===== src/rtl/cpu_control_if.sv =====
// Control-sequencer bus bundle: instruction fetch, decoder, ALU, data memory,
// writeback strobes and architectural/debug status of the CPU controller.
interface cpu_control_if #(
    parameter int AW = 16
);
    logic          imem_req;
    logic          imem_ack;
    logic [31:0]   imem_rdata;
    logic [31:0]   ir;
    logic          dec_en;
    logic          dec_halt;
    logic [1:0]    dec_pfix;
    logic [5:0]    dec_opcode;
    logic          alu_start;
    logic          alu_done;
    logic          dmem_req;
    logic          dmem_we;
    logic          dmem_ack;
    logic          branch_cond;
    logic          rf_we;
    logic [AW-1:0] pc;
    logic [31:0]   retired;
    logic          halted;
    logic [2:0]    state;

    modport master (
        output imem_req, ir, dec_en, alu_start, dmem_req, dmem_we, rf_we,
               pc, retired, halted, state,
        input  imem_ack, imem_rdata, dec_halt, dec_pfix, dec_opcode,
               alu_done, dmem_ack, branch_cond
    );

    modport slave (
        input  imem_req, ir, dec_en, alu_start, dmem_req, dmem_we, rf_we,
               pc, retired, halted, state,
        output imem_ack, imem_rdata, dec_halt, dec_pfix, dec_opcode,
               alu_done, dmem_ack, branch_cond
    );
endinterface


===== src/rtl/cpu_control.sv =====
// Multi-cycle control sequencer: owns pc/ir, fetches over req/ack, then steps
// through decode, execute, memory and writeback by prefix class until HLT.
module cpu_control #(
    parameter int            AW       = 16,
    parameter logic [AW-1:0] RESET_PC = '0
) (
    input  logic          clk,
    input  logic          rst_n,
    cpu_control_if.master bus
);
    localparam logic [2:0] S_FETCH  = 3'd0;
    localparam logic [2:0] S_DECODE = 3'd1;
    localparam logic [2:0] S_EXEC   = 3'd2;
    localparam logic [2:0] S_MEM    = 3'd3;
    localparam logic [2:0] S_WB     = 3'd4;
    localparam logic [2:0] S_HALT   = 3'd5;

    logic [2:0]    state_q, state_d;
    logic [31:0]   ir_q, ir_d;
    logic [AW-1:0] pc_q, pc_d;
    logic [31:0]   retired_q, retired_d;
    logic [1:0]    pfix_q, pfix_d;
    logic          op0_q, op0_d;
    logic          alu_first_q, alu_first_d;
    logic [AW-1:0] pc_inc;

    assign pc_inc = pc_q + AW'(1);

    always_comb begin
        state_d     = state_q;
        ir_d        = ir_q;
        pc_d        = pc_q;
        retired_d   = retired_q;
        pfix_d      = pfix_q;
        op0_d       = op0_q;
        alu_first_d = 1'b0;
        case (state_q)
            S_FETCH: begin
                if (bus.imem_ack) begin
                    ir_d    = bus.imem_rdata;
                    state_d = S_DECODE;
                end
            end
            S_DECODE: begin
                pfix_d = bus.dec_pfix;
                op0_d  = bus.dec_opcode[0];
                if (bus.dec_halt) begin
                    state_d = S_HALT;
                end else begin
                    state_d     = S_EXEC;
                    alu_first_d = 1'b1;
                end
            end
            S_EXEC: begin
                case (pfix_q)
                    2'b10: state_d = S_MEM;
                    2'b11: begin
                        pc_d      = bus.branch_cond ? ir_q[AW-1:0] : pc_inc;
                        retired_d = retired_q + 32'd1;
                        state_d   = S_FETCH;
                    end
                    default: begin
                        // done arriving alongside the start pulse is stale
                        if (!alu_first_q && bus.alu_done) begin
                            state_d = S_WB;
                        end
                    end
                endcase
            end
            S_MEM: begin
                if (bus.dmem_ack) begin
                    if (op0_q) begin
                        pc_d      = pc_inc;
                        retired_d = retired_q + 32'd1;
                        state_d   = S_FETCH;
                    end else begin
                        state_d = S_WB;
                    end
                end
            end
            S_WB: begin
                pc_d      = pc_inc;
                retired_d = retired_q + 32'd1;
                state_d   = S_FETCH;
            end
            S_HALT:  state_d = S_HALT;
            default: state_d = S_FETCH;
        endcase
    end

    always_ff @(posedge clk or negedge rst_n) begin
        if (!rst_n) begin
            state_q     <= S_FETCH;
            ir_q        <= '0;
            pc_q        <= RESET_PC;
            retired_q   <= '0;
            pfix_q      <= '0;
            op0_q       <= 1'b0;
            alu_first_q <= 1'b0;
        end else begin
            state_q     <= state_d;
            ir_q        <= ir_d;
            pc_q        <= pc_d;
            retired_q   <= retired_d;
            pfix_q      <= pfix_d;
            op0_q       <= op0_d;
            alu_first_q <= alu_first_d;
        end
    end

    // Reset parks the FSM in FETCH, so the fetch request is masked by rst_n itself
    assign bus.imem_req  = rst_n && (state_q == S_FETCH);
    assign bus.dec_en    = (state_q == S_DECODE);
    assign bus.alu_start = (state_q == S_EXEC) && alu_first_q && !pfix_q[1];
    assign bus.dmem_req  = (state_q == S_MEM);
    assign bus.dmem_we   = (state_q == S_MEM) && op0_q;
    assign bus.rf_we     = (state_q == S_WB);
    assign bus.halted    = (state_q == S_HALT);
    assign bus.ir        = ir_q;
    assign bus.pc        = pc_q;
    assign bus.retired   = retired_q;
    assign bus.state     = state_q;
endmodule

===== src/flat_wrapper.sv =====
// flat-port wrapper written by rule: the top's interface ports become plain ports
module cpu_control_flat 
#(
    parameter int            AW       = 16,
    parameter logic [AW-1:0] RESET_PC = '0
)
  (clk, rst_n, bus_imem_req, bus_ir, bus_dec_en, bus_alu_start, bus_dmem_req, bus_dmem_we, bus_rf_we, bus_pc, bus_retired, bus_halted, bus_state, bus_imem_ack, bus_imem_rdata, bus_dec_halt, bus_dec_pfix, bus_dec_opcode, bus_alu_done, bus_dmem_ack, bus_branch_cond);
  cpu_control_if #(.AW(AW)) bus_i ();
  input  logic clk;
  input  logic rst_n;
  output wire logic [$bits(bus_i.imem_req)-1:0] bus_imem_req;
  output wire logic [$bits(bus_i.ir)-1:0] bus_ir;
  output wire logic [$bits(bus_i.dec_en)-1:0] bus_dec_en;
  output wire logic [$bits(bus_i.alu_start)-1:0] bus_alu_start;
  output wire logic [$bits(bus_i.dmem_req)-1:0] bus_dmem_req;
  output wire logic [$bits(bus_i.dmem_we)-1:0] bus_dmem_we;
  output wire logic [$bits(bus_i.rf_we)-1:0] bus_rf_we;
  output wire logic [$bits(bus_i.pc)-1:0] bus_pc;
  output wire logic [$bits(bus_i.retired)-1:0] bus_retired;
  output wire logic [$bits(bus_i.halted)-1:0] bus_halted;
  output wire logic [$bits(bus_i.state)-1:0] bus_state;
  input wire logic [$bits(bus_i.imem_ack)-1:0] bus_imem_ack;
  input wire logic [$bits(bus_i.imem_rdata)-1:0] bus_imem_rdata;
  input wire logic [$bits(bus_i.dec_halt)-1:0] bus_dec_halt;
  input wire logic [$bits(bus_i.dec_pfix)-1:0] bus_dec_pfix;
  input wire logic [$bits(bus_i.dec_opcode)-1:0] bus_dec_opcode;
  input wire logic [$bits(bus_i.alu_done)-1:0] bus_alu_done;
  input wire logic [$bits(bus_i.dmem_ack)-1:0] bus_dmem_ack;
  input wire logic [$bits(bus_i.branch_cond)-1:0] bus_branch_cond;
  assign bus_imem_req = bus_i.imem_req;
  assign bus_ir = bus_i.ir;
  assign bus_dec_en = bus_i.dec_en;
  assign bus_alu_start = bus_i.alu_start;
  assign bus_dmem_req = bus_i.dmem_req;
  assign bus_dmem_we = bus_i.dmem_we;
  assign bus_rf_we = bus_i.rf_we;
  assign bus_pc = bus_i.pc;
  assign bus_retired = bus_i.retired;
  assign bus_halted = bus_i.halted;
  assign bus_state = bus_i.state;
  assign bus_i.imem_ack = bus_imem_ack;
  assign bus_i.imem_rdata = bus_imem_rdata;
  assign bus_i.dec_halt = bus_dec_halt;
  assign bus_i.dec_pfix = bus_dec_pfix;
  assign bus_i.dec_opcode = bus_dec_opcode;
  assign bus_i.alu_done = bus_alu_done;
  assign bus_i.dmem_ack = bus_dmem_ack;
  assign bus_i.branch_cond = bus_branch_cond;
  cpu_control #(.AW(AW), .RESET_PC(RESET_PC)) u_core (.clk(clk), .rst_n(rst_n), .bus(bus_i));
endmodule

===== config.mk =====
export PLATFORM = sky130hd
export DESIGN_NAME = cpu_control_flat
export DESIGN_NICKNAME = d
export VERILOG_FILES = /design/src/rtl/cpu_control_if.sv /design/src/rtl/cpu_control.sv /design/src/flat_wrapper.sv
export SDC_FILE = /design/constraint.sdc
export NUM_CORES = 1
export LEC_CHECK = 0
export ABC_AREA = 1
export CORE_UTILIZATION = 51
export DETAILED_ROUTE_END_ITERATION = 16
export PLACE_DENSITY = 0.85
export SYNTH_ARGS = -nofsm -noshare
export SYNTH_HDL_FRONTEND = slang
export SYNTH_SLANG_ARGS = --single-unit

===== constraint.sdc =====
create_clock -name clk -period 3.1 [get_ports clk]
set_input_delay 0.775 -clock clk [delete_from_list [all_inputs] [get_ports clk]]
set_output_delay 0.775 -clock clk [all_outputs]
set_load 0.05 [all_outputs]

==> reports/qor.yml <==
status: "completed"
min_period_ps: 2825
power.total_w: 0.006441
die_y_um: 97.30
first_global_vias: 4469
hold_path.class: "in2async"
tightest_slew_ps: 842.6
cts_tree: "built"
drc: 0
max_cap_violations: 0
die_w_um: 97.30
rsz0062_at_grt: "false"
gr-total-overflow: 0
required_ps: 2320
placed_cell_area_sq_um: 6048
slowest_delay_ps: 810
path_cells: "nor2_2 -> nand2_1 -> nor2_1 -> clkdlybuf4s50_1"
yosysTopAreaCell: "dfrtp_1"
fmaxAchievable_mhz: 354.0
grt_max_degree: 69
worst-path-max-fanout: 7
regToRegSetupSlack_ps: 1060
cpLargestDelayFamily: "buffers and inverters"
track_usage_pct: 26.37
io_pins: 137
post_cts_buffers: 0
synth_edf_count: 0
drive_gt1_share_pct: 8.537
asyncSetResetFlopFracSynth_pct: 100.0
clock_path_buffers: 2
syn_to_final_growth_pct: 35.39
cts.htree.levels: 3
power_density_nw_per_um2: 1027
syn_avg_cell_area_sq_um: 7.772
clk_latency_ps: 360
routed-via-count: 4495
netlist_top_cells_count: "nand2_1, nor2_1, dfrtp_1"
antenna_cells: 0
setup_tns_ps: 0
synth_top_area_share_pct: 47.00
synthCells: 596
ys.flop_type: "dfrtp_1"
arrival_ps: 2050
hold_violations: 0
final_net_count: 782
grt_pass1_wl_um: 20210
ir_worst_vdd_mv: 0.9331
antenna_found_initial: 0
netlist_area_sq_um: 4632
ys_seq_area_share_pct: 47.00
power_leakage_nw: 2.873
synth_nets: 645
yosys-top-cells-area: "dfrtp_1, nand2_1, nor2_1"
firstDrtPassIters: 5
gp_congestion: 0.9622
dp_hpwl_um: 8914
path_buf_inv: 1
yosysUniqueCellTypes: 25
clkSinkCount: 87
start_util_pct: 52.86
critPathLaunchType: "flip-flop"
path_class: "reg2out"
period_share_pct: 91.11
cts_hold_buf: 0
setup_viol: 0
routedWlPerCell_um: 14.26
clk_pin_slew_ps: 100
finClkSkew_ps: 11.88
num_rows: 34
root_buffer: "clkbuf_8"
core_sq_um: 8763
numCtsBuffers: 9
die-area_sq_um: 9467
detail_route.vias_per_cell: 5.313
stdcell_area_sq_um: 6271
whs_ps: 398.8
end_kind: "output port"
port_buffers: 131
crit_slowest_cell: "clkdlybuf4s50_1"
drtAntennaViolNets: 0
drv_slew: 0
yosysWarnings: 0
drt_iter0_drc: 241
yosysMostFrequentCell: "nand2_1"
wl_um: 12070
timing.slew.headroom_pct: 43.83
synth-seq-cells: 87
[placed cells by master, fill, tap and decap left out, types with 8 or more instances in the layout]
master             n
buf_4              8
dfrtp_1           87
clkdlybuf4s50_1  127
a21oi_1           12
clkbuf_8           9
nor2_1            90
nand2_1          205
xor2_1            14
mux2_2            28
nand3_1           44
inv_1             50
nand4_1           11
o21ai_0           13
[flip-flops by register name, summed over array words and instances, names as in the netlist]
register,cells
u_core.bus.ir,32
u_core.bus.retired,32
u_core.bus.pc,16
u_core.bus.state,3
u_core.pfix_q,2
u_core.alu_first_q,1
u_core.op0_q,1
[path summary, 6_finish.rpt]
check,end,from,cells after the start
worst max-delay path,bus_dmem_we,u_core.bus.state[2],4
worst min register to register,u_core.bus.ir[19],u_core.bus.ir[19],1
worst max register to register,u_core.bus.pc[2],u_core.bus.state[1],8
worst min-delay path,u_core.bus.retired[9],rst_n,2
max in group asynchronous,u_core.bus.pc[10],rst_n,3
min in group clk,u_core.bus.ir[19],u_core.bus.ir[19],1
[worst reg2reg max path, stage by stage, from the launching register on]
cell and delay, ps:
dfrtp_1 430, inv_1 110, nor2_2 60, nand2_1 120
nand3_1 490, buf_4 370, o21ai_0 100, o21ai_1 100
o21ai_0 180
[kinds of logic (layout without fill, tap and decap cells)]
kind of cell | count (synthesis) | after routing | share of synthesized area, %
multiplexers | 30 | 30 | 7.293
buffers and inverters | 63 | 205 | 6.078
AO/OA/AOI/OAI | 29 | 29 | 3.187
XOR/XNOR | 17 | 17 | 3.215
flip-flops | 87 | 87 | 47.00
adder cells (fa/ha/maj) | 2 | 2 | 0.5402
AND/OR/NAND/NOR | 368 | 368 | 32.68
[repair_timing]
item	4_1_cts	5_1_grt
setup endpoints to repair	0	2
gates resized for setup	0	2
hold endpoints to repair	0	0
[cell type report]
class	count	area [sq um]
clock inverter	6	90.09
timing repair buffer	138	1376
tap	108	135.1
inverter	51	191.4
sequential	87	2177
multi-input combinational	446	2173
fill	628	2492
clock buffer	10	127.6
[stage by stage]
step                std cells  utilization [%]  worst slack, ps
floorplan                 596                -            165.1
global placement          830            69.02            558.1
detailed placement        830            69.02            442.4
CTS                       846            71.50            34.33
global route              846            71.56            156.2
finish                    846            71.56            275.5
[power by group]
| part | switching [W] | leakage [nW] | internal [W] | total [W] |
|---|---|---|---|---|
| clock | 0.000431 | 0.107 | 0.000459 | 0.000890 |
| sequential | 0.000394 | 1.10 | 0.00153 | 0.00193 |
| combinational | 0.00239 | 1.67 | 0.00123 | 0.00363 |
[per-layer routing]
| metal | wire length, um | track usage [%] | part of all wire (%) | vias up |
|---|---|---|---|---|
| met2 | 5896 | 45.18 | 49 | 197 |
| met3 | 1125 | 8.921 | 9.3 | 33 |
| met5 | 0 | 0 | 0 | - |
| li1 | - | - | - | 2162 |
| met1 | 4688 | 30.08 | 39 | 2103 |
| met4 | 357 | 11.09 | 3.0 | 0 |
(Power assumes the default switching activity.)
